$ cat config.mk
export PLATFORM = sky130hd
export DESIGN_NAME = gpio_bus_master
export DESIGN_NICKNAME = d
export VERILOG_FILES = /design/src/rtl/gpio_bus_pkg.sv /design/src/rtl/gpio_bus_master.sv
export SDC_FILE = /design/constraint.sdc
export NUM_CORES = 1
export LEC_CHECK = 0
export BUFFER_PORTS_ARGS = -buffer_cell sky130_fd_sc_hd__buf_4
export CORE_ASPECT_RATIO = 0.6
export CORE_MARGIN = 2
export CORE_UTILIZATION = 31
export CTS_CLUSTER_DIAMETER = 100
export DETAILED_ROUTE_END_ITERATION = 12
export PLACE_DENSITY = 0.52
export SKIP_LAST_GASP = 1
export SYNTH_ARGS = -nofsm -noshare
export SYNTH_HDL_FRONTEND = slang
export SYNTH_SLANG_ARGS = --single-unit
$ cat constraint.sdc
create_clock -name clk -period 4.09 [get_ports clk]
set_input_delay 0.2045 -clock clk [delete_from_list [all_inputs] [get_ports clk]]
set_output_delay 0.2045 -clock clk [all_outputs]
set_load 0.03 [all_outputs]
$ cat src/rtl/gpio_bus_pkg.sv
// Shared types and address map for the 8-bit GPIO register bus initiator.
// Even addresses are read ports and odd addresses are write ports, for three banks.
package gpio_bus_pkg;

    typedef enum logic [2:0] {
        IDLE,
        SETUP,
        ACCESS,
        TURN,
        RESP
    } state_t;

    localparam logic [2:0] GPIO0_RD = 3'b000;
    localparam logic [2:0] GPIO0_WR = 3'b001;
    localparam logic [2:0] GPIO1_RD = 3'b010;
    localparam logic [2:0] GPIO1_WR = 3'b011;
    localparam logic [2:0] GPIO2_RD = 3'b100;
    localparam logic [2:0] GPIO2_WR = 3'b101;

    // The address is zero-extended by the caller so any bus width up to 32 bits works.
    function automatic logic addr_is_mapped(input logic write, input logic [31:0] addr);
        if (write) begin
            return (addr == 32'(GPIO0_WR)) || (addr == 32'(GPIO1_WR)) || (addr == 32'(GPIO2_WR));
        end
        return (addr == 32'(GPIO0_RD)) || (addr == 32'(GPIO1_RD)) || (addr == 32'(GPIO2_RD));
    endfunction

endpackage

$ cat src/rtl/gpio_bus_master.sv
// Single-command initiator for the GPIO register bus: setup, strobe, turnaround, response.
// Bus-facing outputs double as the command latch; cmd_ready is the only decoded output.
module gpio_bus_master
    import gpio_bus_pkg::*;
#(
    parameter int RD_WAIT = 2,
    parameter int ADDR_W  = 3,
    parameter int DATA_W  = 8
) (
    input  logic              clk,
    input  logic              reset,
    input  logic              cmd_valid,
    output logic              cmd_ready,
    input  logic              cmd_write,
    input  logic [ADDR_W-1:0] cmd_addr,
    input  logic [DATA_W-1:0] cmd_wdata,
    output logic              rsp_valid,
    input  logic              rsp_ready,
    output logic [DATA_W-1:0] rsp_rdata,
    output logic              rsp_err,
    output logic [ADDR_W-1:0] add_reg,
    output logic              r_en,
    output logic              w_en,
    output logic [DATA_W-1:0] bus_wdata,
    output logic              bus_oe,
    input  logic [DATA_W-1:0] bus_rdata
);

    localparam logic [3:0] CNT_LOAD = 4'(RD_WAIT - 1);

    state_t     state_reg;
    logic       write_reg;
    logic [3:0] cnt_reg;
    logic       cmd_mapped;

    assign cmd_ready  = (state_reg == IDLE);
    assign cmd_mapped = addr_is_mapped(cmd_write, 32'(cmd_addr));

    always_ff @(posedge clk or negedge reset) begin
        if (!reset) begin
            state_reg <= IDLE;
            write_reg <= 1'b0;
            cnt_reg   <= '0;
            add_reg   <= '0;
            r_en      <= 1'b0;
            w_en      <= 1'b0;
            bus_oe    <= 1'b0;
            bus_wdata <= '0;
            rsp_valid <= 1'b0;
            rsp_rdata <= '0;
            rsp_err   <= 1'b0;
        end else begin
            case (state_reg)
                IDLE: begin
                    if (cmd_valid) begin
                        write_reg <= cmd_write;
                        rsp_rdata <= '0;
                        if (cmd_mapped) begin
                            // Outputs registered here are what the bus sees during SETUP.
                            add_reg   <= cmd_addr;
                            bus_oe    <= cmd_write;
                            bus_wdata <= cmd_write ? cmd_wdata : '0;
                            rsp_err   <= 1'b0;
                            state_reg <= SETUP;
                        end else begin
                            rsp_err   <= 1'b1;
                            rsp_valid <= 1'b1;
                            state_reg <= RESP;
                        end
                    end
                end
                SETUP: begin
                    cnt_reg   <= CNT_LOAD;
                    w_en      <= write_reg;
                    r_en      <= !write_reg;
                    state_reg <= ACCESS;
                end
                ACCESS: begin
                    if (write_reg) begin
                        w_en      <= 1'b0;
                        bus_oe    <= 1'b0;
                        state_reg <= TURN;
                    end else if (cnt_reg == 4'd0) begin
                        // Last r_en cycle: the registered read mux has settled by now.
                        r_en      <= 1'b0;
                        rsp_rdata <= bus_rdata;
                        state_reg <= TURN;
                    end else begin
                        cnt_reg <= cnt_reg - 4'd1;
                    end
                end
                TURN: begin
                    rsp_valid <= 1'b1;
                    state_reg <= RESP;
                end
                RESP: begin
                    if (rsp_ready) begin
                        rsp_valid <= 1'b0;
                        state_reg <= IDLE;
                    end
                end
                default: begin
                    state_reg <= IDLE;
                end
            endcase
        end
    end

endmodule

==> results of run 1 <==
[worst max-delay path by stage]
stage	from	end	slack (ns)
after global routing	state_reg[1]	add_reg[2]	1.96
final	state_reg[0]	add_reg[2]	2.12
after global placement	state_reg[0]	add_reg[2]	2.21
after CTS	state_reg[0]	add_reg[2]	2.11
after floorplan	cnt_reg[0]	rsp_rdata[0]	2.43
after detailed placement	state_reg[0]	add_reg[2]	2.12
[cell families (layout without fill, tap and decap cells)]
group | Yosys count | after routing | share of synthesized area (%)
compound gates | 29 | 29 | 12.3
xor+xnor | 2 | 2 | 1.05
fa+ha+maj | 2 | 2 | 1.50
buf+inv | 25 | 70 | 8.16
flops | 32 | 32 | 47.9
mux | 13 | 13 | 8.24
simple gates | 57 | 57 | 20.8
[per-layer routing]
layer	part of all wire [%]	GRT usage, %
met3	4.1	4.03
met4	1.2	5.48
met1	47	17.0
met5	0	0
met2	47	22.1
[where the power goes]
group / switching [mW] / internal (mW) / total [mW]
Combinational: 0.463 / 0.325 / 0.787
Clock: 0.119 / 0.134 / 0.253
Sequential: 0.157 / 0.447 / 0.604
[layout by cell type, fill, tap and decap left out, types with 2 or more instances in the layout]
cell | synthesis | layout
buf_4 | 0 | 48
dfrtp_1 | 32 | 32
nand2_1 | 22 | 22
inv_1 | 13 | 13
nand3_1 | 12 | 12
mux2i_1 | 10 | 10
o211ai_1 | 8 | 8
a21oi_1 | 7 | 7
clkbuf_8 | 0 | 6
nor2_1 | 5 | 5
or3b_2 | 4 | 4
a31oi_1 | 3 | 3
o21ai_0 | 3 | 3
nor3_1 | 2 | 2
nor4b_4 | 2 | 2
xnor2_1 | 2 | 2
or4b_4 | 2 | 2
nor3b_1 | 2 | 2
mux2_2 | 2 | 2
ha_1 | 2 | 2
clkinv_2 | 0 | 2
[repair_timing]
action	4_1_cts	5_1_grt
hold buffers	1	0
resized for setup	0	0
endpoints found under the hold margin	32	0
[stage by stage]
stage	setup WS [ns]	util, %
2_1_floorplan	2.43	-
3_3_place_gp	2.21	39.5
3_5_place_dp	2.12	39.5
4_1_cts	2.11	41.5
5_1_grt	1.96	41.5
6_report	2.12	41.5
[final cells by class]
cell class / instances / share of cell area (%)
clock buffers: 6 / 3.88
repair buffers: 49 / 17.4
multi-input cells: 103 / 34.5
clock inverters: 2 / 0.470
inverters: 13 / 2.29
flip-flops and latches: 32 / 37.6
well taps: 66 / 3.88
[worst max-delay path, stage by stage, from the launching register on]
cell	delay, ns
dfrtp_1	0.60
nor4b_4	0.46
nand3_2	0.38
mux2_4	0.41
==> metrics.txt, run 1 <==
# TYPE chip_impl_metric gauge
chip_impl_info{name="outcome",value="finished, final reports clean"} 1
chip_impl_metric{name="maxClockFrequency",unit="MHz"} 508
chip_impl_metric{name="initial_core_util",unit="%"} 32.6
chip_impl_metric{name="synth.cell_area",unit="µm²"} 1670
chip_impl_metric{name="cts-buffers-inserted",unit=""} 5
chip_impl_metric{name="detailedRoute.firstIterationViolations",unit=""} 61
chip_impl_metric{name="clk_pin_slew_worst_paths",unit="ns"} 0.07
chip_impl_metric{name="syn-mean-instance-area",unit="µm²"} 10.4
chip_impl_metric{name="setup_viol_count_final",unit=""} 0
chip_impl_metric{name="timing.slew.headroom",unit="%"} 45.5
chip_impl_metric{name="synthDominantCellAreaShare",unit="%"} 47.9
chip_impl_info{name="tritoncts",value="done"} 1
chip_impl_metric{name="clock_insertion_delay_worst_skew",unit="ns"} 0.29
chip_impl_metric{name="floorplan.die.width",unit="µm"} 98.8
chip_impl_metric{name="worst_pin_slew",unit="ns"} 0.816
chip_impl_metric{name="min_delay_path_depth",unit=""} 3
chip_impl_info{name="synth_most_common_cell",value="dfrtp_1"} 1
chip_impl_info{name="startpoint_type",value="register"} 1
chip_impl_metric{name="worstPathMaxFanout",unit=""} 18
chip_impl_metric{name="slew_violations",unit=""} 0
chip_impl_metric{name="die_ht",unit="µm"} 60.9
chip_impl_metric{name="antenna-diode-count",unit=""} 0
chip_impl_info{name="ws_path_type",value="register to register"} 1
chip_impl_metric{name="number_of_h_tree_levels",unit=""} 2
chip_impl_metric{name="reg2reg_depth",unit=""} 3
chip_impl_metric{name="post_route_cells_drive_above_1_share",unit="%"} 34.1
chip_impl_metric{name="total_leakage_power",unit="nW"} 1.07
chip_impl_metric{name="layout.area.seq",unit="µm²"} 801
chip_impl_metric{name="avgRoutedWirePerCell",unit="µm"} 13.8
chip_impl_info{name="post_synth_main_area_contributors",value="dfrtp_1 (48%), mux2i_1 (6.0%), nand2_1 (4.9%)"} 1
chip_impl_metric{name="final_min_period_over_clock_period",unit="%"} 48.2
chip_impl_metric{name="gr-usage-all-layers",unit="%"} 13.4
chip_impl_metric{name="detailedPlacementHpwl",unit="µm"} 2680
chip_impl_metric{name="drt-vias-per-instance",unit=""} 4.84
chip_impl_metric{name="fin_tns_setup",unit="ns"} 0
chip_impl_metric{name="port_buffers",unit=""} 48
chip_impl_info{name="hp-start",value="bus_rdata[1]"} 1
chip_impl_metric{name="grt_start_max_net_pins",unit=""} 33
chip_impl_info{name="regToRegStartpoint",value="state_reg[0]"} 1
chip_impl_metric{name="multi_input_area",unit="µm²"} 733
chip_impl_metric{name="max-vdd-ir-drop",unit="V"} 0.000325
chip_impl_metric{name="power_per_cell_area",unit="nW/µm²"} 773
chip_impl_metric{name="gpl.final_weighted_congestion",unit=""} 0.733
chip_impl_metric{name="nNetsFinal",unit=""} 230
chip_impl_metric{name="ys_seq_area_share",unit="%"} 47.9
chip_impl_metric{name="coreArea",unit="µm²"} 5130
chip_impl_metric{name="drc",unit=""} 0
chip_impl_metric{name="antenna_found_initial",unit=""} 0
chip_impl_metric{name="synth_cell_types",unit=""} 36
chip_impl_info{name="rsz0062_at_grt",value="false"} 1
chip_impl_info{name="cts.root.buffer_cell",value="clkbuf_8"} 1
chip_impl_metric{name="syn-instance-count",unit=""} 160
chip_impl_info{name="crit_path_end_kind",value="register"} 1
chip_impl_metric{name="grt_pass1_wl",unit="µm"} 6180
chip_impl_metric{name="synthArstFlopShare",unit="%"} 100
chip_impl_metric{name="syn-num-nets",unit=""} 186
chip_impl_metric{name="detailroute.via_count",unit=""} 1311
chip_impl_metric{name="place.detailed.instances",unit=""} 262
chip_impl_metric{name="cts_post_setup_buffers_inserted",unit=""} 0
chip_impl_metric{name="timing.hold.ws",unit="ns"} 0.136
chip_impl_info{name="synth_largest_area_cell",value="dfrtp_1"} 1
chip_impl_metric{name="placedInstanceArea",unit="µm²"} 2030
chip_impl_metric{name="dr_pass1_iterations",unit=""} 4
chip_impl_metric{name="clock_skew",unit="ns"} 0.00652
chip_impl_info{name="yosys_most_used_dff",value="dfrtp_1"} 1
chip_impl_metric{name="layout_min_cycle_time",unit="ns"} 1.97
chip_impl_metric{name="cts_max_path_buffers",unit=""} 2
chip_impl_metric{name="via_count_of_the_first_global_routing_pass",unit=""} 1296
chip_impl_metric{name="antenna_violating_nets_post_route",unit=""} 0
chip_impl_info{name="worst_min_delay_path_class",value="input pin to register"} 1
chip_impl_metric{name="post_synthesis_sequential_element_count",unit=""} 32
chip_impl_metric{name="max_cap_violations",unit=""} 0
chip_impl_metric{name="areaGrowthSynthToFinish",unit="%"} 27.4
chip_impl_info{name="r2r_end",value="add_reg[2]"} 1
chip_impl_metric{name="hold_viol_final",unit=""} 0
chip_impl_metric{name="synth_enable_flop_cells",unit=""} 0
chip_impl_metric{name="die-area",unit="µm²"} 6010
chip_impl_metric{name="globalRoute.totalOverflow",unit=""} 0
chip_impl_metric{name="reg2reg_slack",unit="ns"} 2.12
chip_impl_metric{name="placementRows",unit=""} 20
chip_impl_info{name="min_delay_worst_endpoint",value="rsp_rdata[1]"} 1
chip_impl_metric{name="i_o_pin_count",unit=""} 49
chip_impl_metric{name="final_cells",unit=""} 271
chip_impl_metric{name="power.total",unit="mW"} 1.64
chip_impl_metric{name="detail_route.wirelength",unit="µm"} 3750
chip_impl_metric{name="cp.arrival",unit="ns"} 2.14
chip_impl_info{name="synth_top_cells_by_count",value="dfrtp_1 (32), nand2_1 (22), inv_1 (13), nand3_1 (12), mux2i_1 (10)"} 1
chip_impl_metric{name="cts.sinks",unit=""} 32
chip_impl_metric{name="required",unit="ns"} 4.26
chip_impl_metric{name="design_area",unit="µm²"} 2130
chip_impl_metric{name="yosys_warnings",unit=""} 0
chip_impl_metric{name="fillCellCount",unit=""} 496
Power figures use the tool's default switching activity.
==> inputs of run 2 (changes only) <==
--- a/config.mk
+++ b/config.mk
@@ -5,13 +5,14 @@
 export SDC_FILE = /design/constraint.sdc
 export NUM_CORES = 1
 export LEC_CHECK = 0
+export ABC_AREA = 1
 export BUFFER_PORTS_ARGS = -buffer_cell sky130_fd_sc_hd__buf_4
 export CORE_ASPECT_RATIO = 0.6
 export CORE_MARGIN = 2
 export CORE_UTILIZATION = 31
 export CTS_CLUSTER_DIAMETER = 100
 export DETAILED_ROUTE_END_ITERATION = 12
-export PLACE_DENSITY = 0.52
+export PLACE_DENSITY = 0.55
 export SKIP_LAST_GASP = 1
 export SYNTH_ARGS = -nofsm -noshare
 export SYNTH_HDL_FRONTEND = slang
==> constraint.sdc (replaced) <==
create_clock -name clk -period 1.6 [get_ports clk]
set_input_delay 0.08 -clock clk [delete_from_list [all_inputs] [get_ports clk]]
set_output_delay 0.08 -clock clk [all_outputs]
set_load 0.03 [all_outputs]
==> run 2 against run 1 <==
Flip-flop and latch count stayed put. Combinational power grew to 2.7 times the previous value. Largest cell class unchanged. Via count is 0.46% lower. Highest routed layer unchanged. Critical endpoint is now rsp_rdata[4]. Critical path depth is 4 higher. Final area is 1.8% higher.
==> metrics.txt, run 2 <==
# TYPE chip_impl_metric gauge
chip_impl_metric{name="yosys.area_share.xor_xnor",unit="%"} 0.568
chip_impl_metric{name="syn-instance-count",unit=""} 179
chip_impl_metric{name="globalRoute.totalOverflow",unit=""} 0
chip_impl_metric{name="worst_pin_slew",unit="ns"} 0.412
chip_impl_metric{name="clock_insertion_delay_worst_skew",unit="ns"} 0.28
chip_impl_metric{name="grt_start_max_net_pins",unit=""} 33
chip_impl_metric{name="final_cells",unit=""} 304
chip_impl_metric{name="drt-vias-per-instance",unit=""} 4.29
chip_impl_metric{name="gr-usage-all-layers",unit="%"} 13.7
chip_impl_metric{name="placementRows",unit=""} 19
chip_impl_metric{name="nNetsFinal",unit=""} 266
chip_impl_metric{name="synth_enable_flop_cells",unit=""} 0
chip_impl_metric{name="synth.cell_area",unit="µm²"} 1540
chip_impl_metric{name="antenna-diode-count",unit=""} 0
chip_impl_metric{name="clk_pin_slew_worst_paths",unit="ns"} 0.06
chip_impl_metric{name="fillCellCount",unit=""} 434
chip_impl_metric{name="gpl.final_weighted_congestion",unit=""} 0.734
chip_impl_info{name="cts.root.buffer_cell",value="clkbuf_8"} 1
chip_impl_metric{name="die-area",unit="µm²"} 5580
chip_impl_info{name="synth_largest_area_cell",value="dfrtp_1"} 1
chip_impl_metric{name="power_per_cell_area",unit="nW/µm²"} 1950
chip_impl_metric{name="synthArstFlopShare",unit="%"} 100
chip_impl_metric{name="port_buffers",unit=""} 48
chip_impl_info{name="cell_class_contributing_the_biggest_share_of_worst_path_delay",value="simple AND/OR/NAND/NOR gates"} 1
chip_impl_info{name="mostFrequentLayoutCell",value="nand2_1"} 1
chip_impl_info{name="yosys_most_used_dff",value="dfrtp_1"} 1
chip_impl_metric{name="number_of_h_tree_levels",unit=""} 2
chip_impl_metric{name="timing.slew.headroom",unit="%"} 72.5
chip_impl_metric{name="layout_min_cycle_time",unit="ns"} 1.43
chip_impl_metric{name="detailedPlacementHpwl",unit="µm"} 2430
chip_impl_metric{name="cts_post_setup_buffers_inserted",unit=""} 0
chip_impl_metric{name="ys_seq_area_share",unit="%"} 51.9
chip_impl_metric{name="synth_cell_types",unit=""} 19
chip_impl_metric{name="hold_viol_final",unit=""} 0
chip_impl_metric{name="detail_route.wirelength",unit="µm"} 3320
chip_impl_info{name="cp_cell_sequence",value="inv_1 -> ha_1 -> nand3_1 -> nor2_2 -> o21ai_4 -> nand2_1 -> nand2_1"} 1
chip_impl_metric{name="syn-num-nets",unit=""} 205
chip_impl_metric{name="mux_share_of_post_synthesis_cell_area",unit="%"} 0
chip_impl_metric{name="grt_pass1_wl",unit="µm"} 5640
chip_impl_metric{name="avgRoutedWirePerCell",unit="µm"} 10.9
chip_impl_info{name="tritoncts",value="done"} 1
chip_impl_metric{name="cts-buffers-inserted",unit=""} 5
chip_impl_metric{name="initial_core_util",unit="%"} 32.9
chip_impl_metric{name="syn-mean-instance-area",unit="µm²"} 8.62
chip_impl_metric{name="floorplan.die.width",unit="µm"} 95.1
chip_impl_metric{name="coreArea",unit="µm²"} 4680
chip_impl_info{name="startpoint_type",value="register"} 1
chip_impl_info{name="layout.cells.most_common_list",value="nand2_1 (70), buf_4 (48), dfrtp_1 (32)"} 1
chip_impl_metric{name="required",unit="ns"} 1.78
chip_impl_metric{name="reg2reg_slack",unit="ns"} 0.17
chip_impl_metric{name="maxClockFrequency",unit="MHz"} 698
chip_impl_info{name="outcome",value="finished, final reports clean"} 1
chip_impl_metric{name="final_min_period_over_clock_period",unit="%"} 89.5
chip_impl_metric{name="antenna_found_initial",unit=""} 0
chip_impl_metric{name="cts_max_path_buffers",unit=""} 2
chip_impl_metric{name="via_count_of_the_first_global_routing_pass",unit=""} 1244
chip_impl_metric{name="clock_skew",unit="ns"} 0.00240
chip_impl_info{name="ws_path_type",value="register to register"} 1
chip_impl_metric{name="worst-path-buf-inv",unit=""} 1
chip_impl_metric{name="i_o_pin_count",unit=""} 49
chip_impl_info{name="synth_top_family_by_area",value="simple AND/OR/NAND/NOR gates"} 1
chip_impl_metric{name="post_synthesis_sequential_element_count",unit=""} 32
chip_impl_metric{name="detailroute.via_count",unit=""} 1305
chip_impl_metric{name="antenna_violating_nets_post_route",unit=""} 0
chip_impl_metric{name="dr_pass1_iterations",unit=""} 4
chip_impl_info{name="post_synth_main_area_contributors",value="dfrtp_1 (52%), nand2_1 (17%), o21ai_2 (5.7%)"} 1
chip_impl_metric{name="max-vdd-ir-drop",unit="V"} 0.000952
chip_impl_metric{name="synthSimpleGateAreaFrac",unit="%"} 32.1
chip_impl_metric{name="yosys_warnings",unit=""} 0
chip_impl_metric{name="die_ht",unit="µm"} 58.6
chip_impl_info{name="crit_top_cell",value="nand2_1"} 1
chip_impl_metric{name="synth_compound_area_share",unit="%"} 7.95
chip_impl_metric{name="fin_tns_setup",unit="ns"} 0
chip_impl_metric{name="cts.sinks",unit=""} 32
chip_impl_metric{name="total_leakage_power",unit="nW"} 1.15
chip_impl_metric{name="max_cap_violations",unit=""} 0
chip_impl_info{name="slowest_cell_on_crit_path",value="dfrtp_1"} 1
chip_impl_info{name="worst_min_delay_path_class",value="input pin to register"} 1
chip_impl_metric{name="detailedRoute.firstIterationViolations",unit=""} 27
chip_impl_metric{name="cp.arrival",unit="ns"} 1.61
chip_impl_metric{name="worstPathMaxFanout",unit=""} 8
chip_impl_metric{name="post_synth_adder_cell_area",unit="%"} 1.62
chip_impl_info{name="rsz0062_at_grt",value="false"} 1
chip_impl_metric{name="post_route_cells_drive_above_1_share",unit="%"} 34.4
chip_impl_info{name="synth_most_common_cell",value="nand2_1"} 1
chip_impl_metric{name="timing.critical_path.slowest_cell_delay",unit="ns"} 0.38
chip_impl_metric{name="place.detailed.instances",unit=""} 288
chip_impl_metric{name="synthDominantCellAreaShare",unit="%"} 51.9
chip_impl_metric{name="setup_viol_count_final",unit=""} 0
chip_impl_metric{name="drc",unit=""} 0
chip_impl_metric{name="areaGrowthSynthToFinish",unit="%"} 40.4
chip_impl_metric{name="slew_violations",unit=""} 0
chip_impl_info{name="synth_top_cells_by_count",value="nand2_1 (70), dfrtp_1 (32), inv_1 (12), nor2_1 (12), nand3_1 (11)"} 1
chip_impl_info{name="crit_path_end_kind",value="register"} 1
## run 2: changes by cell type after synthesis, moves of 8 or more
cell and change:
mux2i_1 -10, nand2_1 +48, o211ai_1 -8, o21ai_2 +10
## run 2: cells by family after synthesis
group,after synthesis
simple gates,110
flops,32
buf+inv,18
compound gates,16
fa+ha+maj,2
xor+xnor,1
## run 2: worst register-to-register path: stages (launching register included)
cell     delay (ns)
dfrtp_1        0.38
inv_1          0.14
ha_1           0.17
nand3_1        0.20
nor2_2         0.21
o21ai_4        0.11
nand2_1        0.08
nand2_1        0.04
## run 2: report_power, final
group | internal (mW) | switching, mW | leakage (nW)
Sequential | 1.13 | 0.224 | 0.415
Clock | 0.462 | 0.303 | 0.0552
Combinational | 0.771 | 1.32 | 0.677
Total | 2.37 | 1.85 | 1.15
## run 2: final timing paths
path | startpoint | endpoint | cells after the start
setup reg to reg | cnt_reg[0] | rsp_rdata[4] | 7
hold / removal | bus_rdata[5] | rsp_rdata[5] | 3
max in group asynchronous | reset | rsp_rdata[5] | 2
min in group asynchronous | reset | add_reg[2] | 2
setup / recovery | cnt_reg[0] | rsp_rdata[4] | 7
hold reg to reg | rsp_rdata[5] | rsp_rdata[5] | 2
## run 2: cell type report
| class | count | area [µm²] | area share, % |
|---|---|---|---|
| sequential | 32 | 801 | 37.0 |
| timing repair buffer | 57 | 460 | 21.3 |
| multi-input combinational | 129 | 662 | 30.6 |
| clock buffer | 6 | 72.6 | 3.35 |
| inverter | 15 | 56.3 | 2.60 |
| tap | 63 | 78.8 | 3.64 |
| clock inverter | 2 | 35.0 | 1.62 |
## run 2: metal layers
| layer | part of all wire (%) | wire length, µm | global-route usage [%] | vias up |
|---|---|---|---|---|
| met5 | 0 | 0 | 0 | - |
| met4 | 2.0 | 65 | 6.83 | 0 |
| met3 | 6.0 | 200 | 4.74 | 7 |
| met2 | 41 | 1360 | 19.3 | 32 |
| met1 | 51 | 1700 | 18.6 | 581 |
| li1 | - | - | - | 685 |
## run 2: what timing repair did
item	4_1_cts	5_1_grt
setup endpoints to repair	0	9
gates resized for setup	0	2
hold buffers	8	0
endpoints found under the hold margin	39	0
## run 2: per-stage QoR
stage	hold WS, ns	util (%)	total power [mW]	worst slack (ns)	cell area [µm²]
after floorplan	-0.216	-	2.76	0.289	1540
after global placement	0.0464	42.0	3.44	0.199	1970
after detailed placement	0.0490	42.0	3.45	0.122	1970
after CTS	0.00137	46.0	4.25	0.0971	2160
after global routing	0.0184	46.2	4.54	0.0135	2170
final	0.00750	46.2	4.21	0.167	2170
